--- src/rtl/match_scorekeeper.sv ---
// Match scorekeeper: latches points-to-win at start, tallies points, paces serves
// with a pause after each point and reports the winner at match end.
module match_scorekeeper #(
    parameter int unsigned SERVE_DELAY = 100000000,
    parameter int unsigned CNT_W       = 27
) (
    input  logic       clk,
    input  logic       rst,
    input  logic [4:0] max_score,
    input  logic       start,
    input  logic       p1_point,
    input  logic       p2_point,
    output logic [4:0] p1_score,
    output logic [4:0] p2_score,
    output logic [4:0] target,
    output logic       playing,
    output logic       serve_req,
    output logic       serve_side,
    output logic       game_over,
    output logic [1:0] winner
);

    typedef enum logic [1:0] {
        IDLE  = 2'd0,
        PLAY  = 2'd1,
        PAUSE = 2'd2,
        OVER  = 2'd3
    } state_t;

    localparam int unsigned SCORE_W = 5;
    localparam logic [CNT_W-1:0] PAUSE_LOAD = CNT_W'(SERVE_DELAY - 1);

    state_t             state, state_nx;
    logic [CNT_W-1:0]   cnt, cnt_nx;
    logic [SCORE_W-1:0] p1_score_nx, p2_score_nx, target_nx;
    logic [SCORE_W-1:0] p1_inc, p2_inc;
    logic               playing_nx, serve_req_nx, serve_side_nx, game_over_nx;
    logic [1:0]         winner_nx;

    // State and output registers
    always_ff @(posedge clk) begin
        if (rst) begin
            state      <= IDLE;
            cnt        <= '0;
            p1_score   <= '0;
            p2_score   <= '0;
            target     <= '0;
            playing    <= 1'b0;
            serve_req  <= 1'b0;
            serve_side <= 1'b0;
            game_over  <= 1'b0;
            winner     <= 2'b00;
        end else begin
            state      <= state_nx;
            cnt        <= cnt_nx;
            p1_score   <= p1_score_nx;
            p2_score   <= p2_score_nx;
            target     <= target_nx;
            playing    <= playing_nx;
            serve_req  <= serve_req_nx;
            serve_side <= serve_side_nx;
            game_over  <= game_over_nx;
            winner     <= winner_nx;
        end
    end

    assign p1_inc = p1_score + SCORE_W'(1);
    assign p2_inc = p2_score + SCORE_W'(1);

    // Next-state and next-output logic
    always_comb begin
        state_nx      = state;
        cnt_nx        = cnt;
        p1_score_nx   = p1_score;
        p2_score_nx   = p2_score;
        target_nx     = target;
        serve_req_nx  = 1'b0;
        serve_side_nx = serve_side;
        game_over_nx  = game_over;
        winner_nx     = winner;

        unique case (state)
            IDLE, OVER: begin
                if (start) begin
                    // A zero setting would end the match before it begins
                    target_nx     = (max_score == 5'd0) ? 5'd1 : max_score;
                    p1_score_nx   = '0;
                    p2_score_nx   = '0;
                    serve_side_nx = 1'b0;
                    serve_req_nx  = 1'b1;
                    game_over_nx  = 1'b0;
                    winner_nx     = 2'b00;
                    state_nx      = PLAY;
                end
            end
            PLAY: begin
                // Simultaneous pulses are a let and fall through unchanged
                if (p1_point && !p2_point) begin
                    p1_score_nx   = p1_inc;
                    serve_side_nx = 1'b0;
                    if (p1_inc == target) begin
                        game_over_nx = 1'b1;
                        winner_nx    = 2'b01;
                        state_nx     = OVER;
                    end else begin
                        cnt_nx   = PAUSE_LOAD;
                        state_nx = PAUSE;
                    end
                end else if (p2_point && !p1_point) begin
                    p2_score_nx   = p2_inc;
                    serve_side_nx = 1'b1;
                    if (p2_inc == target) begin
                        game_over_nx = 1'b1;
                        winner_nx    = 2'b10;
                        state_nx     = OVER;
                    end else begin
                        cnt_nx   = PAUSE_LOAD;
                        state_nx = PAUSE;
                    end
                end
            end
            PAUSE: begin
                if (cnt == '0) begin
                    serve_req_nx = 1'b1;
                    state_nx     = PLAY;
                end else begin
                    cnt_nx = cnt - CNT_W'(1);
                end
            end
            default: state_nx = IDLE;
        endcase

        playing_nx = (state_nx == PLAY);
    end

endmodule

--- config.mk ---
export PLATFORM = sky130hd
export DESIGN_NAME = match_scorekeeper
export DESIGN_NICKNAME = d
export VERILOG_FILES = /design/src/rtl/match_scorekeeper.sv
export SDC_FILE = /design/constraint.sdc
export NUM_CORES = 1
export LEC_CHECK = 0
export CAP_MARGIN = 20
export CORE_MARGIN = 4
export CORE_UTILIZATION = 50
export DETAILED_ROUTE_END_ITERATION = 8
export PLACE_DENSITY = 0.85
export REMOVE_ABC_BUFFERS = 1
export SYNTH_ARGS = -nofsm -noshare
export SYNTH_HDL_FRONTEND = slang
export SYNTH_SLANG_ARGS = --single-unit
--- constraint.sdc ---
create_clock -name clk -period 2 [get_ports clk]
set_input_delay 0.4 -clock clk [delete_from_list [all_inputs] [get_ports clk]]
set_output_delay 0.4 -clock clk [all_outputs]
set_load 0.01 [all_outputs]
# --- Yosys cells after proc, flatten, opt, wreduce, memory -nomap -nowiden ---
# Cells that the tools add are included.
totals:
  regBits: 50
  in_bits: 10
  output_inout_bits: 21
  wordCells: 83
classes:
  addsub: 3
  n_eq_ne: 16
  muxes: 38
  n_reduce_logical: 16
ops:
  columns: ["cell", "n"]
  rows:
  - ["$mux 27", 5]
  - ["$pmux 27 s2", 1]
  - ["$logic_not 27->1", 1]
  - ["$sub 27x1->27 const B", 1]
  - ["$mux 5", 5]
  - ["$pmux 5 s2", 2]
  - ["$mux 2", 9]
  - ["$ne 3x3->1 const B", 5]
  - ["$mux 1", 11]
  - ["$add 5x1->5 const B", 2]
  - ["$eq 5x5->1", 2]
  - ["$ne 2x2->1 const B", 5]
  - ["$reduce_and 5->1", 2]
  - ["$pmux 1 s2", 3]
  - ["$pmux 2 s3", 1]
  - ["$reduce_and 3->1", 2]
  - ["$logic_not 5->1", 1]
  - ["$eq 2x1->1 const B", 2]
  - ["$eq 2x2->1 const B", 2]
  - ["$pmux 2 s2", 1]
  - ["$reduce_and 4->1", 1]
  - ["$reduce_bool 2->1", 2]
  - ["$logic_and 1x1->1", 2]
  - ["$logic_not 1->1", 2]
  - ["3 further kinds", 3]

# --- Depth between registers and ports, before layout ---
logic_depth:
  depth_word: 7
  ltp_mapped: 10
  ltp_nobuf: 8

# --- Least setup slack after synthesis ---
# Ideal clock, no wire load.
synth_timing:
  path_kind: "register to register"
  startpoint: "reg cnt[3]"
  endpoint: "reg cnt[5]"
  setup_ns: 0.151
  t_arrival_ns: 2.075
  required_time_ns: 1.849
  path_slack_ns: -0.226
  stages_incl_launch_ff: 9
  path_buffers: 2
  synth_period_minus_slack_ns: 2.226
  path_cell_list: "dfxtp_1 > or4_4 > nor4b_4 > and3_1 > buf_6 > buf_4 > nor4_1 > a311oi_1 > a311oi_1"
synth_between:
  elab_chain_len: 3
  word_cells_on_any_way: 6
  classes_between: "1 x add/sub; 1 x eq/ne; 2 x mux; 2 x reduce/logical"
synth_lines:
  columns: ["element", "line_no", "rtl"]
  rows:
  - ["start: declaration", "34", "logic [CNT_W-1:0] cnt, cnt_nx;"]
  - ["start signal: assignment", "55", "cnt <= cnt_nx;"]
  - ["$sub 27x1->27 or $logic_not 27->1 (tied branches)", "127, 123", null]
  - ["$mux 27 or $ne 2x2->1 (tied branches)", null, null]
  - ["$pmux 27 s2 or $reduce_and 5->1 (tied branches)", null, null]
# Several ways; a longest one is shown, not always the timed one. The select of a mux whose other input is x is not followed.
# A chain may end at the register's enable or synchronous reset.

# --- Worst setup path in the final report ---
layout_timing:
  startpoint: "reg cnt[5]"
  endpoint: "reg cnt[15]"
# Same word-level chain as after synthesis.

==> flow_summary.ini <==
[global_routing]
grtUsageTotal_pct = 34.3
grt_pass1_vias = 4246
grt_overflow = 0
grt_pass1_wl_um = 20800
antenna_found_initial = 0
grt_start_max_net_pins = 35

[placement]
place_ws_ns = -0.569
hpwl_um = 7450
place_inst = 578
numPortBuffers = 30
gp_congestion = 0.932
dpl_cell_area_mm2 = 0.00420

[power]
p_total_w = 0.00410
ir_drop_uv = 586
p_leak_nw = 1.92
power_density_mw_per_mm2 = 809

[logic_synthesis]
yosysWarnings = 0
syn_area_per_cell_um2 = 7.86
async_reset_ff_share_pct = 0
netlist_area_mm2 = 0.00314
ys_types = 59
synth-edff-count = 0
synth_cells = 400
synth_ff_type = dfxtp_1
ys_seq_elements = 50
yosysSeqAreaShare_pct = 31.8

[timing]
finalHoldViolCount = 0
max_freq_mhz = 400
setup_ws_ns = -0.499
fin_crit_sh_pct = 125
slew_headroom_pct = 63.9
setup_tns_ns = -12.52
skew_ns = 0.0153
setup_violations = 38
grt_setup_unrepaired = true
finalCriticalPeriod_ns = 2.50
worstMarginPinSlew_ns = 0.536
report.final.slew_viol_count = 0

[flow_run]
cap_violations = 0

[final_layout]
fin_cells = 600
mostFrequentLayoutCells = buf_4, dfxtp_1, clkdlybuf4s50_1
nets = 541
fin_area_mm2 = 0.00507
drive_above_1_share_pct = 41.7
area_growth_pct = 61.4
final_common_cell = buf_4
antennaDiodeCount = 0

[floorplan]
die_area_mm2 = 0.00762
die_y_um = 87.3
initial_utilization_pct = 52.2
coreArea_mm2 = 0.00603
boundaryPins = 31
rows = 28
die_w_um = 87.3

[worst_setup_path]
worstPathCellList = or4_4 > nor4b_4 > nand3_2 > buf_6 > and4_4 > o21a_1 > nor4_2
path_buf_inv = 1
cp.required_ns = 2.23
critPathMaxFanout = 4
r2r_setup_slack_ns = -0.50
cp.arrival_ns = 2.73
crit_slowest_cell = or4_4
slowest_delay_ns = 0.59
crit_family = simple AND/OR/NAND/NOR gates
critPathKind = flip-flop to flip-flop
cp-end-kind = flip-flop
start_kind = flip-flop

[route]
postRouteAntennaNets = 0
drt_iter0_drc = 928
wl_per_cell_um = 27.7
drtPass1Iterations = 9
drc = 0
vias_per_cell = 7.68
routed_wl_um = 16600
vias = 4608

[clocking]
cts_tree = built
clk_pin_slew_ns = 0.11
cts-root-buf = clkbuf_8
hold_buffers = 0
worstSkewPairLatency_ns = 0.34
cts_buffers = 5
cts_max_path_buffers = 2
htree_levels = 2
clkSinkCount = 50

[outcome]
status = finished, violations left
violations = setup timing

[worst_hold_path]
hp-class = flip-flop to flip-flop
## registers in the layout (all words and copies together), names as in the netlist
signal	count
cnt	27
winner	2
serve_side	1
target	5
game_over	1
serve_req	1
p2_score	5
state	2
playing	1
p1_score	5
## stage by stage
stage,utilization [%],hold WS [ns]
2_1_floorplan,-,0.434
3_3_place_gp,69.7,0.456
3_5_place_dp,69.7,0.472
4_1_cts,76.1,0.482
5_1_grt,84.2,0.521
6_report,84.2,0.494
## cell usage after synthesis, types with 2 or more instances
| master | number | share of area [%] |
|---|---|---|
| dfxtp_1 | 50 | 32 |
| nand2_1 | 29 | 3.5 |
| nor2_1 | 29 | 3.5 |
| a21oi_1 | 27 | 4.3 |
| o21ai_0 | 26 | 4.1 |
| nor3_1 | 20 | 3.2 |
| nand3_1 | 18 | 2.9 |
| clkbuf_1 | 17 | 2.0 |
| inv_1 | 15 | 1.8 |
| a31oi_1 | 13 | 2.6 |
| a311oi_1 | 10 | 2.8 |
| or3_1 | 10 | 2.0 |
| nand2b_1 | 9 | 1.8 |
| ha_1 | 7 | 2.8 |
| nor4_1 | 7 | 1.4 |
| o41ai_1 | 7 | 1.9 |
| xnor2_1 | 7 | 1.9 |
| a41oi_1 | 6 | 1.7 |
| and2_1 | 6 | 1.2 |
| and3_1 | 6 | 1.2 |
| o21a_1 | 5 | 1.2 |
| o31ai_1 | 5 | 1.2 |
| a211oi_1 | 4 | 0.96 |
| nor3b_1 | 4 | 0.96 |
| o311ai_0 | 4 | 1.1 |
| xor2_1 | 4 | 1.1 |
| a21o_1 | 3 | 0.72 |
| a22oi_1 | 3 | 0.72 |
| a32o_1 | 3 | 0.96 |
| buf_2 | 3 | 0.48 |
| nand4b_1 | 3 | 0.84 |
| nor2b_1 | 3 | 0.60 |
| o2111ai_1 | 3 | 0.84 |
| o211ai_1 | 3 | 0.72 |
| buf_1 | 2 | 0.24 |
| mux2i_1 | 2 | 0.64 |
| nand3b_1 | 2 | 0.48 |
| o211a_1 | 2 | 0.64 |
| or3b_2 | 2 | 0.56 |
| or4_1 | 2 | 0.48 |
## metal layers
layer,global-route usage (%),part of all wire [%],up-vias
li1,-,-,1783
met1,40.4,32,2058
met2,56.6,43,563
met3,8.70,15,204
met4,18.7,10,0
met5,0,0,-
## area by class of cell
type	count	area (um^2)
Clock inverter	1	5.00
Sequential cell	50	1010
Fill cell	249	952
Inverter	15	56.3
Multi-Input combinational cell	312	2570
Clock buffer	7	86.3
Tap cell	75	93.8
Timing Repair Buffer	140	1250
## tightest hold or removal path, stage by stage (launching register included)
cell     delay, ns
dfxtp_1       0.34
o41ai_2       0.05
a21oi_1       0.06
## timing repair
item                                   CTS  global route
pin swaps                               43            31
buffers inserted                         5             7
endpoints found under the hold margin    0             0
setup endpoints to repair               34            44
gates resized for setup                 60            89
gates cloned                             2             1
## logic make-up (layout without fill, tap and decap cells)
kind of cell	count (synthesis)	after routing	share of synthesized area [%]
compound gates	134	134	29.6
xor+xnor	11	11	3.06
flops	50	50	31.8
buf+inv	39	163	5.13
mux	2	2	0.637
simple gates	157	158	26.9
fa+ha+maj	7	7	2.79
## power breakdown
part | leakage (nW) | switching, W | internal (W)
combinational | 1.45 | 0.00128 | 0.000948
clock | 0.0482 | 0.000382 | 0.000281
sequential | 0.412 | 0.000107 | 0.00110
## final timing paths
path / start / to / cells past startpoint
setup / recovery: cnt[5] / cnt[15] / 7
setup reg to reg: cnt[5] / cnt[15] / 7
hold reg to reg: cnt[24] / cnt[24] / 2
hold / removal: cnt[24] / cnt[24] / 2
No activity file was read; power rests on OpenSTA's default activity.
